<file path="src/rtl/freq_meas_sequencer_if.sv">
// Byte-stream link from the measurement sequencer to the UART transmitter.
//
// Signals:
//   tx_data  [7:0]  byte being offered
//   tx_valid        the sequencer has a byte on tx_data
//   tx_ready        the transmitter can take a byte this cycle
//
// Handshake: a byte moves on a clock edge where tx_valid && tx_ready. Once
// tx_valid is raised it stays high, and tx_data stays unchanged, until that
// transfer happens. tx_ready may toggle freely and has no effect while
// tx_valid is low.
//
// Modports: master = sequencer side, slave = transmitter side.
interface freq_meas_sequencer_if;
    logic [7:0] tx_data;
    logic       tx_valid;
    logic       tx_ready;

    modport master (output tx_data, output tx_valid, input tx_ready);
    modport slave  (input tx_data, input tx_valid, output tx_ready);
endinterface

</file>
<file path="src/rtl/freq_meas_sequencer.sv">
// Frequency measurement sequencer.
//
// Opens a gate window on the external counter block, waits for the error
// registers to settle, then streams one frame over the byte link:
//   0xA5, then for each channel its error word zero-extended to 32 bits and
//   sent MSB first, then (optional) an XOR checksum of all data bytes.
//
// Optional feature macro: FRAME_CHECKSUM_EN
//   defined   -> a CSUM state appends the XOR of all data bytes (header excluded)
//   undefined -> no checksum logic; the frame ends after the last data byte
//
// Ports:
//   clk_ocxo    reference clock (only clock)
//   rst         synchronous active-high reset
//   start       one-cycle pulse, accepted only while idle
//   cont        level; re-arm the gate automatically after each frame
//   gate_cnt    reference count from the counter block
//   meas_en     enable to the counter block
//   ch_sel      channel index to the external combinational error mux
//   ch_data     selected error word, valid in the same cycle as ch_sel
//   tx          byte stream to the UART transmitter (master side)
//   busy        high in every state except IDLE
//   frame_done  one-cycle pulse at the end of each frame
//   state_dbg   current state encoding for observation
module freq_meas_sequencer #(
    parameter int BIT_CNT       = 29,
    parameter int NUM_CH        = 15,
    parameter int GATE_CYCLES   = 10000000,
    parameter int SETTLE_CYCLES = 16
) (
    input  logic                          clk_ocxo,
    input  logic                          rst,
    input  logic                          start,
    input  logic                          cont,
    input  logic [BIT_CNT-1:0]            gate_cnt,
    output logic                          meas_en,
    output logic [3:0]                    ch_sel,
    input  logic [BIT_CNT-1:0]            ch_data,
    freq_meas_sequencer_if.master         tx,
    output logic                          busy,
    output logic                          frame_done,
    output logic [2:0]                    state_dbg
);

    localparam int         SW         = $clog2(SETTLE_CYCLES + 1);
    localparam logic [SW-1:0] SETTLE_LAST = SW'(SETTLE_CYCLES - 1);
    localparam logic [3:0] LAST_CH    = 4'(NUM_CH - 1);
    localparam logic [7:0] HDR_BYTE   = 8'hA5;

    typedef enum logic [2:0] {
        ST_IDLE   = 3'd0,
        ST_GATE   = 3'd1,
        ST_SETTLE = 3'd2,
        ST_HDR    = 3'd3,
        ST_LOAD   = 3'd4,
        ST_SEND   = 3'd5,
`ifdef FRAME_CHECKSUM_EN
        ST_CSUM   = 3'd6,
`endif
        ST_DONE   = 3'd7
    } state_t;

    state_t        state_q,  state_d;
    logic [3:0]    ch_sel_q, ch_sel_d;
    logic [SW-1:0] settle_q, settle_d;
    logic [1:0]    byte_q,   byte_d;
    logic [31:0]   shift_q,  shift_d;
`ifdef FRAME_CHECKSUM_EN
    logic [7:0]    csum_q,   csum_d;
`endif

    always_ff @(posedge clk_ocxo) begin
        if (rst) begin
            state_q  <= ST_IDLE;
            ch_sel_q <= '0;
            settle_q <= '0;
            byte_q   <= '0;
            shift_q  <= '0;
`ifdef FRAME_CHECKSUM_EN
            csum_q   <= '0;
`endif
        end else begin
            state_q  <= state_d;
            ch_sel_q <= ch_sel_d;
            settle_q <= settle_d;
            byte_q   <= byte_d;
            shift_q  <= shift_d;
`ifdef FRAME_CHECKSUM_EN
            csum_q   <= csum_d;
`endif
        end
    end

    always_comb begin
        state_d     = state_q;
        ch_sel_d    = ch_sel_q;
        settle_d    = settle_q;
        byte_d      = byte_q;
        shift_d     = shift_q;
`ifdef FRAME_CHECKSUM_EN
        csum_d      = csum_q;
`endif
        meas_en     = 1'b1;
        busy        = 1'b1;
        frame_done  = 1'b0;
        tx.tx_valid = 1'b0;
        tx.tx_data  = 8'h00;

        case (state_q)
            ST_IDLE: begin
                meas_en = 1'b0;
                busy    = 1'b0;
                if (start) state_d = ST_GATE;
            end
            ST_GATE: begin
                // Exact match only: an overshooting count parks us here until
                // rst or an externally forced meas_en cycle.
                settle_d = '0;
                if (gate_cnt == BIT_CNT'(GATE_CYCLES)) state_d = ST_SETTLE;
            end
            ST_SETTLE: begin
                if (settle_q == SETTLE_LAST) state_d = ST_HDR;
                else                         settle_d = settle_q + SW'(1);
            end
            ST_HDR: begin
                tx.tx_valid = 1'b1;
                tx.tx_data  = HDR_BYTE;
`ifdef FRAME_CHECKSUM_EN
                csum_d      = '0;
`endif
                if (tx.tx_ready) begin
                    ch_sel_d = '0;
                    state_d  = ST_LOAD;
                end
            end
            ST_LOAD: begin
                // ch_data follows ch_sel combinationally, so it is valid now.
                shift_d = 32'(ch_data);
                byte_d  = '0;
                state_d = ST_SEND;
            end
            ST_SEND: begin
                tx.tx_valid = 1'b1;
                tx.tx_data  = shift_q[31:24];
                if (tx.tx_ready) begin
                    shift_d = {shift_q[23:0], 8'h00};
                    byte_d  = byte_q + 2'd1;
`ifdef FRAME_CHECKSUM_EN
                    csum_d  = csum_q ^ shift_q[31:24];
`endif
                    if (byte_q == 2'd3) begin
                        if (ch_sel_q < LAST_CH) begin
                            ch_sel_d = ch_sel_q + 4'd1;
                            state_d  = ST_LOAD;
                        end else begin
`ifdef FRAME_CHECKSUM_EN
                            state_d  = ST_CSUM;
`else
                            state_d  = ST_DONE;
`endif
                        end
                    end
                end
            end
`ifdef FRAME_CHECKSUM_EN
            ST_CSUM: begin
                tx.tx_valid = 1'b1;
                tx.tx_data  = csum_q;
                if (tx.tx_ready) state_d = ST_DONE;
            end
`endif
            ST_DONE: begin
                // meas_en drops for this single cycle so the counter restarts.
                meas_en    = 1'b0;
                frame_done = 1'b1;
                state_d    = cont ? ST_GATE : ST_IDLE;
            end
            default: begin
                meas_en = 1'b0;
                busy    = 1'b0;
                state_d = ST_IDLE;
            end
        endcase
    end

    assign ch_sel    = ch_sel_q;
    assign state_dbg = state_q;

endmodule

</file>
<file path="src/flat_wrapper.sv">
// flat-port wrapper written by rule: the top's interface ports become plain ports
module freq_meas_sequencer_flat 
#(
    parameter int BIT_CNT       = 29,
    parameter int NUM_CH        = 15,
    parameter int GATE_CYCLES   = 10000000,
    parameter int SETTLE_CYCLES = 16
)
  (clk_ocxo, rst, start, cont, gate_cnt, meas_en, ch_sel, ch_data, busy, frame_done, state_dbg, tx_tx_data, tx_tx_valid, tx_tx_ready);
  freq_meas_sequencer_if tx_i ();
  input  logic clk_ocxo;
  input  logic rst;
  input  logic start;
  input  logic cont;
  input  logic [BIT_CNT-1:0] gate_cnt;
  output logic meas_en;
  output logic [3:0] ch_sel;
  input  logic [BIT_CNT-1:0] ch_data;
  output logic busy;
  output logic frame_done;
  output logic [2:0] state_dbg;
  output wire logic [$bits(tx_i.tx_data)-1:0] tx_tx_data;
  output wire logic [$bits(tx_i.tx_valid)-1:0] tx_tx_valid;
  input wire logic [$bits(tx_i.tx_ready)-1:0] tx_tx_ready;
  assign tx_tx_data = tx_i.tx_data;
  assign tx_tx_valid = tx_i.tx_valid;
  assign tx_i.tx_ready = tx_tx_ready;
  freq_meas_sequencer #(.BIT_CNT(BIT_CNT), .NUM_CH(NUM_CH), .GATE_CYCLES(GATE_CYCLES), .SETTLE_CYCLES(SETTLE_CYCLES)) u_core (.clk_ocxo(clk_ocxo), .rst(rst), .start(start), .cont(cont), .gate_cnt(gate_cnt), .meas_en(meas_en), .ch_sel(ch_sel), .ch_data(ch_data), .tx(tx_i), .busy(busy), .frame_done(frame_done), .state_dbg(state_dbg));
endmodule
</file>
<file path="config.mk">
export PLATFORM = sky130hd
export DESIGN_NAME = freq_meas_sequencer_flat
export DESIGN_NICKNAME = d
export VERILOG_FILES = /design/src/rtl/freq_meas_sequencer_if.sv /design/src/rtl/freq_meas_sequencer.sv /design/src/flat_wrapper.sv
export SDC_FILE = /design/constraint.sdc
export NUM_CORES = 1
export LEC_CHECK = 0
export ABC_AREA = 1
export BUFFER_PORTS_ARGS = -buffer_cell sky130_fd_sc_hd__buf_2
export CAP_MARGIN = 20
export CORE_MARGIN = 2
export CORE_UTILIZATION = 53
export CTS_CLUSTER_SIZE = 14
export DETAILED_ROUTE_END_ITERATION = 6
export PLACE_DENSITY = 0.95
export SYNTH_ARGS = -nofsm -noshare
export SYNTH_HDL_FRONTEND = slang
export SYNTH_SLANG_ARGS = --single-unit
</file>
<file path="constraint.sdc">
create_clock -name clk_ocxo -period 2.5 [get_ports clk_ocxo]
set_clock_uncertainty 0.05 [all_clocks]
set_input_delay 0.25 -clock clk_ocxo [delete_from_list [all_inputs] [get_ports clk_ocxo]]
set_output_delay 0.25 -clock clk_ocxo [all_outputs]
set_load 0.005 [all_outputs]
</file>
# Yosys cells after proc, flatten, opt, wreduce, memory -nomap -nowiden
# Index checks and enable logic that the tools add are counted.
[word_totals]
in_bits = 63
regBits = 46
wordCells = 62
output_inout_bits = 19
[classes]
n_addsub = 3
reduce_logical = 11
muxes = 25
magnitude_cmp = 1
eq_ne = 17
[op_table]
columns = ["op", "count"]
rows = [
  ["one-hot mux 32 bit (2 select lines)", 1],
  ["two-way mux 32 bit", 1],
  ["equality test 29 x 24 -> 1 bit (second input constant)", 1],
  ["one-hot mux 3 bit (7 select lines)", 1],
  ["two-way mux 3 bit", 6],
  ["two-way mux 4 bit", 4],
  ["one-hot mux 8 bit (2 select lines)", 1],
  ["one-hot mux 5 bit (2 select lines)", 1],
  ["equality test 3 bit (second input constant)", 3],
  ["inequality test 2 x 1 -> 1 bit (second input constant)", 4],
  ["inequality test 2 bit (second input constant)", 4],
  ["one-hot mux 4 bit (2 select lines)", 1],
  ["equality test 3 x 2 -> 1 bit (second input constant)", 2],
  ["AND reduction 6 bit", 1],
  ["nonzero test 2 bit", 3],
  ["OR reduction 6 bit", 1],
  ["adder 5 x 1 -> 5 bit (second input constant)", 1],
  ["equality test 5 x 4 -> 1 bit (second input constant)", 1],
  ["two-way mux 1 bit", 5],
  ["two-way mux 5 bit", 1],
  ["AND reduction 5 bit", 1],
  ["OR reduction 5 bit", 1],
  ["adder 4 x 1 -> 4 bit (second input constant)", 1],
  ["< comparator 4 bit (second input constant)", 1],
  ["8 further kinds", 10],
]

# Depth between registers and ports, before layout
[logic_depth]
word_depth = 5
depth_mapped = 11
ltp_nobuf = 11

# Least setup slack after synthesis
# OpenSTA, ideal clock, no wires.
[synth_timing]
path_type = "reg2reg"
start = "register u_core.settle_q[0]"
end = "register u_core.state_q[0] (netlist: u_core.state_dbg[0])"
setup_slack_ns = 0.973
required_ns = 2.337
setup_time_ns = 0.113
arrival_ns = 1.364
path_buffers = 0
period_less_slack_ns = 1.527
stages_incl_launch_ff = 12
cell_sequence = "dfxtp_1 ha_1 inv_1 nor3_1 ha_1 inv_1 nand2_2 nand3_1 nor2_2 nand2_1 o21ai_1 inv_1"
[synth_between]
elab_chain_cells = 3
[synth_lines]
columns = ["element", "line", "text"]
rows = [
  ["from (decl)", "freq_meas_sequencer.sv:65", "logic [SW-1:0] settle_q, settle_d;"],
  ["from (signal assigned)", "freq_meas_sequencer.sv:85", "settle_q <= settle_d;"],
  ["equality test 5 x 4 -> 1 bit", "freq_meas_sequencer.sv:122", "if (settle_q == SETTLE_LAST) state_d = ST_HDR;"],
  ["inequality test 2 x 1 -> 1 bit (no source line)", "n/a", ""],
  ["AND reduction 6 bit (no source line)", "n/a", ""],
  ["to (signal assigned)", "freq_meas_sequencer.sv:83", "state_q <= state_d;"],
  ["to (decl)", "freq_meas_sequencer.sv:63", "state_t state_q, state_d;"],
]
# No other way between the ends.
# A chain may end at the register's enable or synchronous reset.

# Worst setup path in the final report
[layout_timing]
start = "register u_core.state_q[0] (netlist: u_core.state_dbg[0])"
end = "output port tx_tx_data[7]"
[layout_between]
elab_chain_cells = 2
word_cells_on_any_way = 3
classes_between = "eq/ne: 2; mux: 1"
[layout_lines]
columns = ["element", "line", "text"]
rows = [
  ["equality test 3 bit / equality test 3 x 2 -> 1 bit (equally long branches)", "freq_meas_sequencer.sv:109", "case (state_q)"],
  ["one-hot mux 8 bit (2 select lines) *", "freq_meas_sequencer.sv:109", ""],
  ["to (decl)", "flat_wrapper.sv:22", "output wire logic [$bits(tx_i.tx_data)-1:0] tx_tx_data;"],
]
# Mark *: on every way between the ends. The rest lies on a longest branch, timed or not.

==> flow_summary_export.csv <==
group,metric,value,unit
clock_tree,cts_resized,0,
power,power_density,855.2,mW/mm^2
logic_synthesis,ys_top_cells_by_area,"dfxtp_1, nand2_1, a31oi_1",
detailed_routing,wirelength,5.644,mm
logic_synthesis,synth.area.mux_share,0,
global_route,grt_overflow,0,
power,vdd_drop_max,0.4742,mV
clock_tree,clk_pin_slew,80,ps
timing,fin_ws,467.1,ps
setup_path,crit_start,"u_core.state_dbg[0]$_SDFFE_PP0P_",
clock_tree,root_buffer,"clkbuf_8",
timing,fin_crit,2033,ps
floorplan,coreArea,0.004294,mm^2
logic_synthesis,synth_cell_types,28,
setup_path,path_depth,6,
final_layout,n_fill_cell,340,
detailed_routing,drtPass1Iterations,5,
logic_synthesis,synthAdderAreaFrac,0.02140,
timing,slew_viol_final,0,
logic_synthesis,synth_top_family_by_area,"simple AND/OR/NAND/NOR gates",
clock_tree,cts_setup_buffers,0,
logic_synthesis,syn-num-nets,415,
timing,rsz0062_at_grt,"false",
job,maxCapViolCount,0,
setup_path,cp.required,2200,ps
detailed_routing,drtAntennaViolNets,0,
timing,slew_headroom,0.5541,
final_layout,final_cells,475,
setup_path,cp_cell_sequence,"inv_1 > nor2_2 > buf_4 > nand2_1 > nand2_1 > buf_2",
setup_path,critPathKind,"reg -> out",
logic_synthesis,synth_compound_area_frac,0.1835,
timing,max_freq,491.9,MHz
logic_synthesis,synth-seq-cells,46,
detailed_routing,drt_iter0_drc,188,
timing,finalSetupTns,0,ps
logic_synthesis,synth_top_cell_by_area,"dfxtp_1",
logic_synthesis,synth-main-ff-cell,"dfxtp_1",
power,finalPower,2.451,mW
setup_path,cp-end-kind,"output pin",
setup_path,critical_path_buf_inv_count,3,
clock_tree,cts_sinks,46,
setup_path,rrSetupSlack,670,ps
clock_tree,clk_latency,290,ps
detailed_routing,route.vias.total,2506,
clock_tree,htree_levels,2,
setup_path,cp.arrival,1730,ps
clock_tree,hold_buffers,0,
global_route,grt_pass1_vias,2428,
placed_design,hpwlAfterDp,4.135,mm
logic_synthesis,synth-simple-area-share,0.2970,
floorplan,dieArea,0.004960,mm^2
setup_path,worst_path_dominant_cell_family,"buffers and inverters",
logic_synthesis,synth_area_per_cell,6.720,um^2
logic_synthesis,syn_area,0.002338,mm^2
setup_path,cp_common_cell,"nand2_1",
placed_design,io_buffer_count,81,
setup_path,r2r_cells,7,
setup_path,setup.worst_path.end,"tx_tx_data[7]",
global_route,antenna_found_initial,0,
logic_synthesis,synth_top_area_frac,0.3938,
global_route,grt_first_pass_wirelength,9.887,mm
setup_path,crit_path_max_fanout,26,
logic_synthesis,synthCells,348,
logic_synthesis,yosysWarnings,0,
timing,worst_slew_pin_slew,668.2,ps
clock_tree,cts-buffers-inserted,5,
logic_synthesis,async_flop_share,0,
floorplan,rows,24,
timing,hold-worst-slack,164.2,ps
detailed_routing,post_drt_wl_per_cell,11.88,um
final_layout,n_antenna_cell,0,
final_layout,area.growth.synth_to_final,22.58,%
global_route,grt_util_all_layers,0.2370,
status,status,"finished clean",
logic_synthesis,ys_top_cells_by_count,"nand2_1, dfxtp_1, inv_1",
detailed_routing,via_per_inst,5.276,
timing,finalSetupViolCount,0,
clock_tree,cts.path.max_buffers,2,
final_layout,drive_above_1_share,0.2648,
setup_path,slowest_delay,490,ps
placed_design,dpl-instance-area,0.002754,mm^2
logic_synthesis,ys_seq_area_frac,0.3938,
logic_synthesis,synth_xor_area_frac,0.003745,
floorplan,die_w,70.43,um
clock_tree,cts_tree,"done",
floorplan,io_pins,82,
logic_synthesis,yosysMostFrequentCell,"nand2_1",
timing,fin_crit_sh,0.8132,
setup_path,startpoint_type,"register",
placed_design,gp_congestion,0.8620,
setup_path,r2r-end,"u_core.shift_q[11]$_SDFFE_PP0P_",
logic_synthesis,synth_edf_count,0,
final_layout,stdcell_area,0.002867,mm^2
detailed_routing,route.detailed.drc,0,
final_layout,nets,490,
placed_design,dp.cells,468,
power,p_leak,1.392,nW
hold_path,hp-class,"in -> reg",
floorplan,initial_core_util,0.5446,
final_layout,utilization,0.6675,
timing,finalHoldViolations,0,
global_route,grt_max_degree,43,
setup_path,cp_slowest_cell,"dfxtp_1",
floorplan,die_y,70.43,um
placed_design,pre_cts_ws,714.6,ps
setup_path,timing.rr.start,"u_core.state_dbg[2]$_SDFFE_PP0P_",
[state kept, by name, summed over array words and instances (netlist names)]
name / cells
u_core.state_dbg: 3
u_core.byte_q: 2
u_core.ch_sel: 4
u_core.settle_q: 5
u_core.shift_q: 32
[worst register-to-register path, stage by stage (launching register included)]
cell and delay [ps]:
dfxtp_1 420, inv_2 110, nor2_4 120, o21ai_2 60
buf_4 180, inv_2 420, o21ai_0 160, a31oi_1 230
[placed cells by master (no fill, tap or decap)]
cell type and count:
nand2_2 4, nor3_2 1, nand3_1 15, inv_2 6, o21ai_2 1, buf_4 4
nor2_1 24, nor2_4 2, bufinv_16 1, nand4_1 2, nand2_1 105, xor2_1 1
clkbuf_8 6, o21ai_1 4, a211oi_1 2, inv_1 34, dfxtp_1 46, buf_2 81
a31oi_1 21, nor2_2 3, o21ai_0 24, ha_1 4, nor3_4 1, nand3_2 1
a21oi_1 25, nor3_1 4, a21oi_2 1
[area by class of cell]
type                       instances  area [um^2]  share of cell area
clock buffer                       6        82.58             0.02881
inverter                          40        150.1             0.05238
sequential                        46        920.9              0.3213
tap                               52        65.06             0.02270
clock inverter                     1        30.03             0.01048
timing repair buffer              85        435.4              0.1519
multi-input combinational        245         1182              0.4125
[where the power goes]
| part | switching, mW | total (mW) | internal (mW) |
|---|---|---|---|
| sequential | 0.116 | 1.01 | 0.898 |
| clock | 0.241 | 0.561 | 0.320 |
| combinational | 0.556 | 0.876 | 0.319 |
[metal layers]
layer  vias to the layer above  global-route usage  part of all wire
met5                         -                   0                 0
met3                        22             0.04762             0.065
met1                      1123              0.2961              0.43
li1                       1273                   -                 -
met2                        88              0.3941              0.48
met4                         0              0.1026             0.027
[how the worst min path moves through the flow]
stage / startpoint / end / slack (ps) / cells past startpoint
floorplan: ch_data[10] / u_core.shift_q[10]$_SDFFE_PP0P_ / 360 / 2
global placement: u_core.shift_q[0]$_SDFFE_PP0P_ / u_core.shift_q[0]$_SDFFE_PP0P_ / 400 / 2
detailed placement: u_core.shift_q[3]$_SDFFE_PP0P_ / u_core.shift_q[3]$_SDFFE_PP0P_ / 400 / 2
CTS: ch_data[5] / u_core.shift_q[5]$_SDFFE_PP0P_ / 160 / 3
global route: ch_data[17] / u_core.shift_q[17]$_SDFFE_PP0P_ / 170 / 3
finish: ch_data[18] / u_core.shift_q[18]$_SDFFE_PP0P_ / 160 / 3
[kinds of logic after synthesis]
group | Yosys count
AO/OA/AOI/OAI | 78
XOR/XNOR | 1
adder cells (fa/ha/maj) | 4
buffers and inverters | 57
flip-flops | 46
AND/OR/NAND/NOR | 162
No activity file was read; power rests on OpenSTA's default activity.
